$ cat src/rtl/gate_settle_monitor.sv
// Watches a bank of emulated gate outputs and reports settling, oscillation
// timeout, a snapshot of the settled value and a saturating change count.
module gate_settle_monitor #(
    parameter int WIDTH         = 16,
    parameter int SETTLE_CYCLES = 4,
    parameter int TIMEOUT       = 64,
    parameter int CNT_W         = 8
) (
    input  logic             clk,
    input  logic             rst,
    input  logic             start,
    input  logic [WIDTH-1:0] nets,
    output logic             busy,
    output logic             settled,
    output logic             timeout,
    output logic [WIDTH-1:0] snapshot,
    output logic [CNT_W-1:0] change_count
);

    localparam int CYC_W = $clog2(TIMEOUT + 1);
    localparam logic [CYC_W-1:0] SETTLE_C  = CYC_W'(SETTLE_CYCLES);
    localparam logic [CYC_W-1:0] TIMEOUT_C = CYC_W'(TIMEOUT);
    localparam logic [CYC_W-1:0] CYC_ONE   = CYC_W'(1);
    localparam logic [CNT_W-1:0] CNT_ONE   = CNT_W'(1);
    localparam logic [CNT_W-1:0] CNT_MAX   = '1;

    typedef enum logic [1:0] {
        S_IDLE,
        S_WATCH,
        S_SETTLED,
        S_TIMEOUT
    } state_t;

    state_t           state_q;
    logic [WIDTH-1:0] sample_q;
    logic [WIDTH-1:0] last_q;
    logic [WIDTH-1:0] snap_q;
    logic [CYC_W-1:0] stable_q, stable_d;
    logic [CYC_W-1:0] cycle_q, cycle_d;
    logic [CNT_W-1:0] count_q, count_d;
    logic             busy_q, settled_q, timeout_q;
    logic             settle_hit, timeout_hit;

    // Gates commit on the rising edge, so the falling edge sees their settled outputs.
    always_ff @(negedge clk or posedge rst) begin
        if (rst) begin
            sample_q <= '0;
        end else begin
            sample_q <= nets;
        end
    end

    always_comb begin
        cycle_d  = cycle_q + CYC_ONE;
        stable_d = stable_q + CYC_ONE;
        count_d  = count_q;
        if (sample_q != last_q) begin
            stable_d = '0;
            if (count_q != CNT_MAX) begin
                count_d = count_q + CNT_ONE;
            end
        end
        settle_hit  = (stable_d == SETTLE_C);
        timeout_hit = (cycle_d == TIMEOUT_C);
    end

    always_ff @(posedge clk or posedge rst) begin
        if (rst) begin
            state_q   <= S_IDLE;
            last_q    <= '0;
            snap_q    <= '0;
            stable_q  <= '0;
            cycle_q   <= '0;
            count_q   <= '0;
            busy_q    <= 1'b0;
            settled_q <= 1'b0;
            timeout_q <= 1'b0;
        end else begin
            case (state_q)
                S_WATCH: begin
                    cycle_q  <= cycle_d;
                    stable_q <= stable_d;
                    count_q  <= count_d;
                    last_q   <= sample_q;
                    // A coincident settle and timeout resolves in favour of settle.
                    if (settle_hit) begin
                        state_q   <= S_SETTLED;
                        busy_q    <= 1'b0;
                        settled_q <= 1'b1;
                        snap_q    <= sample_q;
                    end else if (timeout_hit) begin
                        state_q   <= S_TIMEOUT;
                        busy_q    <= 1'b0;
                        timeout_q <= 1'b1;
                    end
                end
                default: begin
                    if (start) begin
                        state_q   <= S_WATCH;
                        busy_q    <= 1'b1;
                        settled_q <= 1'b0;
                        timeout_q <= 1'b0;
                        last_q    <= sample_q;
                        stable_q  <= '0;
                        cycle_q   <= '0;
                        count_q   <= '0;
                    end
                end
            endcase
        end
    end

    assign busy         = busy_q;
    assign settled      = settled_q;
    assign timeout      = timeout_q;
    assign snapshot     = snap_q;
    assign change_count = count_q;

endmodule

$ cat config.mk
export PLATFORM = sky130hd
export DESIGN_NAME = gate_settle_monitor
export DESIGN_NICKNAME = d
export VERILOG_FILES = /design/src/rtl/gate_settle_monitor.sv
export SDC_FILE = /design/constraint.sdc
export NUM_CORES = 1
export LEC_CHECK = 0
export CORE_MARGIN = 2
export CORE_UTILIZATION = 40
export DETAILED_ROUTE_END_ITERATION = 10
export GPL_TIMING_DRIVEN = 1
export SLEW_MARGIN = 10
export SYNTH_ARGS = -nofsm -noshare
export SYNTH_HDL_FRONTEND = slang
export SYNTH_SLANG_ARGS = --single-unit
$ cat constraint.sdc
create_clock -name clk -period 3.4 [get_ports clk]
set_input_delay 1.02 -clock clk [delete_from_list [all_inputs] [get_ports clk]]
set_output_delay 1.02 -clock clk [all_outputs]
set_load 0.01 [all_outputs]
Word-level counts from Yosys, hierarchy flattened
Cells that the tools add are included.
{ "classes": {"muxes": 24, "n_reduce_logical": 6, "n_addsub": 3, "eq_ne": 11} }
{ "op_table": {"columns": ["op", "count"], "rows": [
  ["$mux W16", 2],
  ["$mux W8", 4],
  ["$mux W7", 4],
  ["$ne A16 B16 Y1", 1],
  ["$add A7 B1 Y7 const B", 2],
  ["$mux W1", 10],
  ["$ne A2 B2 Y1 const B", 5],
  ["$add A8 B1 Y8 const B", 1],
  ["$mux W2", 4],
  ["$ne A8 B8 Y1 const B", 1],
  ["$eq A7 B3 Y1 const B", 1],
  ["$eq A7 B7 Y1 const B", 1],
  ["$reduce_and A2 Y1", 3],
  ["$reduce_and A3 Y1", 2],
  ["$ne A3 B3 Y1 const B", 1],
  ["$eq A2 B1 Y1 const B", 1],
  ["$reduce_bool A2 Y1", 1]
]} }
{ "totals": {"in_bits": 19, "regBits": 75, "word_cells": 54} }

Longest topological paths before layout
Gate-level depths: netlist of run 1.
{ "logic_depth": {"depth_word": 5, "mapped_depth": 7, "depth_no_buf": 6} }

==> impl_results.md, run 1 <==
- Status: complete, but fails checks
- Violated checks: setup timing
- First-pass GRT wire length: 10,200 microns
- Crit. End Element: flop
- Hold-fix buffers, CTS: 0
- Setup slack after layout: -0.273 ns
- Clock Sinks: 75
- Final setup viols: 32
- Fin Clk Skew: between 0.02 and 0.025 ns
- Slew HR: 43.5%
- Cell count after synthesis: about 260
- Predominant post-synthesis flop cell: dfrtp_1
- Worst-skew pair later-pin latency: between 0.3 and 0.4 ns
- CP required: approximately 3.6 ns
- Die X: roughly 94 microns
- FFs w/ async S/R, synth: 100%
- R2R cell count: 6
- Gr usage total: between 10% and 20%
- Fin Setup TNS: -5.44 ns
- Detail Route Antenna Nets: 0
- Worst VDD drop: 0.288 mV
- Non-Filler Instances: 430
- Critical R2R Capture: snapshot[6]
- Max-slew violations: 0
- Worst setup SP type: flop
- Setup Slack @ Placement: -0.290 ns
- Routed WL per cell: roughly 14 microns
- Largest net degree at the start of global routing: 38
- Crit. Startpoint: sample_q[0]
- Area growth, synth to finish: 29.5%
- CTS Buf Count: 9
- Post-place instance area: between 3000 and 4000 sq um
- Number of synthesized flops with an enable pin: 0
- Reg clk slew, reported paths: around 0.080 ns
- Worst min path class: reg2reg
- Syn Area/Cell: 12.6 sq um
- Diodes inserted: 0
- Register area: 1880 sq um
- Fillers: approximately 690
- CTS H-tree depth: 3
- Post-synth cell types: 40
- Kind of critical path: reg2reg
- Worst Setup EP: snapshot[6]
- Netlist Area Pre-Place: about 3200 sq um
- Leakage Power: 1.88 nW
- Worst-Margin Slew: between 0.8 and 0.9 ns
- # IOs: 46
- Pwr/cell area: approximately 540 nW/um^2
- Count of final hold-check violations: 0
- Starting Density: slightly above 40%
- Multi-input logic area: 1330 sq um
- Initial DRC count: between 100 and 150
- RSZ-0062 raised after global routing: yes
- Initial antenna violation count: 0
- Row count: 32
- Layout Cell Area excl Fill: around 4200 sq um
- Crit-path max FO: 16
- IO buf count: 45
- YS warnings: 0
- Final estimated routing congestion in global placement: 0.786
- Vias per cell: about 5
- CTS tree: yes
- Reg2Reg Setup Slack: -0.27 ns
- Die Area: roughly 9000 sq um
- Crit path DAT: around 3.9 ns
- Pre-antenna DRT Iters: 4
- Clock Tree Buf Depth: 2
- Post-synth net total: 277
- CORE AREA: a little under 8000 sq um
- Global route overflow: 0
- Vias in the first global route: 2,107
- DP Cell Count: 413
- Seq/Total Area, Yosys: 58.2%
- Layout cells sized above 1: 25.0%
- Max-cap violations: 0
- DR vias: ~2,200
- Drt total wl: around 6200 microns
- CTS Root Cell: clkbuf_8
- DRC: 0
- Die height: around 94 microns
- Crit Reg-Reg Startpoint: sample_q[0]
- DPL Wire Length: ~4200 microns
- Nets: 345
- Synth Register Bits: 75
what timing repair did:
| action | in CTS | in global routing |
|---|---|---|
| pin swaps | 0 | 2 |
| setup endpoints to repair | 28 | 35 |
| setup buffers | 1 | 1 |
| gates resized for setup | 5 | 8 |
registers in the layout, indices dropped and copies added (netlist names):
name,cells
last_q,16
sample_q,16
snapshot,16
change_count,8
cycle_q,7
stable_q,7
state_q,2
busy,1
settled,1
timeout,1
worst min path at each step:
stage | start | to | slack (ns) | depth (start not counted)
global placement | timeout | timeout | 0.47 | 2
finish | timeout | timeout | 0.49 | 2
detailed placement | timeout | timeout | 0.48 | 2
global route | snapshot[12] | snapshot[12] | 0.54 | 1
CTS | timeout | timeout | 0.49 | 2
floorplan | cycle_q[6] | cycle_q[6] | 0.47 | 1
critical path, cell delays in order (launching register included):
cell	delay, ns
dfrtn_1	0.37
xor2_1	0.18
nor4_2	0.36
nand4_2	0.19
nor3_4	0.21
buf_12	0.21
mux2_2	0.34
cell families (layout without fill, tap and decap cells):
| family | after synthesis | count (layout) | synth area share (%) |
|---|---|---|---|
| compound gates | 29 | 29 | 5.98 |
| xor+xnor | 20 | 20 | 5.43 |
| fa+ha+maj | 3 | 3 | 1.16 |
| buf+inv | 15 | 88 | 2.06 |
| flops | 75 | 75 | 58.2 |
| mux | 40 | 40 | 14.5 |
| simple gates | 73 | 73 | 12.7 |
cells in the final DEF (no fill, tap or decap), drive strengths merged, types with 2 or more instances in the layout:
master,netlist,final
nand2,21,21
dfrtp,59,59
nand2b,6,6
a21oi,2,2
o21ai,12,12
clkbuf,7,10
and3,4,4
inv,6,9
nor4,6,6
a22o,4,4
xor2,18,18
nor2b,2,2
buf,2,21
mux2,32,32
clkdlybuf4s50,0,45
or3,3,3
clkinvlp,0,2
nand3,13,13
nand4,4,4
mux2i,8,8
dfrtn,16,16
ha,3,3
a21o,2,2
nor2,11,11
xnor2,2,2
metal layers:
metal / share of wire (%) / vias up / GRT usage [%]
li1: - / 1039 / -
met1: 48 / 1081 / 21.1
met2: 46 / 36 / 22.7
met3: 4.2 / 6 / 5.70
met4: 1.3 / 0 / 4.35
met5: 0 / - / 0
cell usage after synthesis, drive strengths merged (2+ instances only):
library cell,instances,area (sq um)
dfrtp,59,1480
mux2,32,387
nand2,21,78.8
xor2,18,158
dfrtn,16,400
nand3,13,65.1
o21ai,12,60.1
nor2,11,41.3
mux2i,8,80.1
clkbuf,7,27.5
inv,6,22.5
nand2b,6,37.5
nor4,6,62.6
a22o,4,35.0
and3,4,25.0
nand4,4,31.3
ha,3,37.5
or3,3,18.8
a21o,2,15.0
a21oi,2,10.0
buf,2,16.3
nor2b,2,12.5
xnor2,2,17.5
cell type report:
class	count	share of cell area (%)
well taps	102	3.06
clock buffers	10	3.06
repair buffers	66	15.3
multi-input cells	165	31.9
flip-flops and latches	75	45.0
inverters	6	0.630
clock inverters	6	1.11
through the flow:
step / util, % / power [mW] / hold slack [ns]
after detailed placement: 50.7 / 1.67 / 0.476
after CTS: 53.2 / 2.28 / 0.495
after global placement: 50.7 / 1.65 / 0.474
after floorplan: - / 1.43 / 0.471
after global routing: 53.7 / 2.41 / 0.536
final: 53.7 / 2.25 / 0.493
report_power, final:
| part | internal [mW] | switching (mW) | total, mW |
|---|---|---|---|
| Sequential | 1.02 | 0.127 | 1.14 |
| Combinational | 0.275 | 0.226 | 0.502 |
| Clock | 0.272 | 0.335 | 0.607 |
Note: power is estimated with default switching activity, not from simulation.
==> run 2, diff against run 1 <==
--- a/config.mk
+++ b/config.mk
@@ -9,6 +9,7 @@
 export CORE_UTILIZATION = 40
 export DETAILED_ROUTE_END_ITERATION = 10
 export GPL_TIMING_DRIVEN = 1
+export HOLD_SLACK_MARGIN = 0.08
 export SLEW_MARGIN = 10
 export SYNTH_ARGS = -nofsm -noshare
 export SYNTH_HDL_FRONTEND = slang
==> results of run 2 <==
Final layout, timing and power as in run 1 (identical DEF).
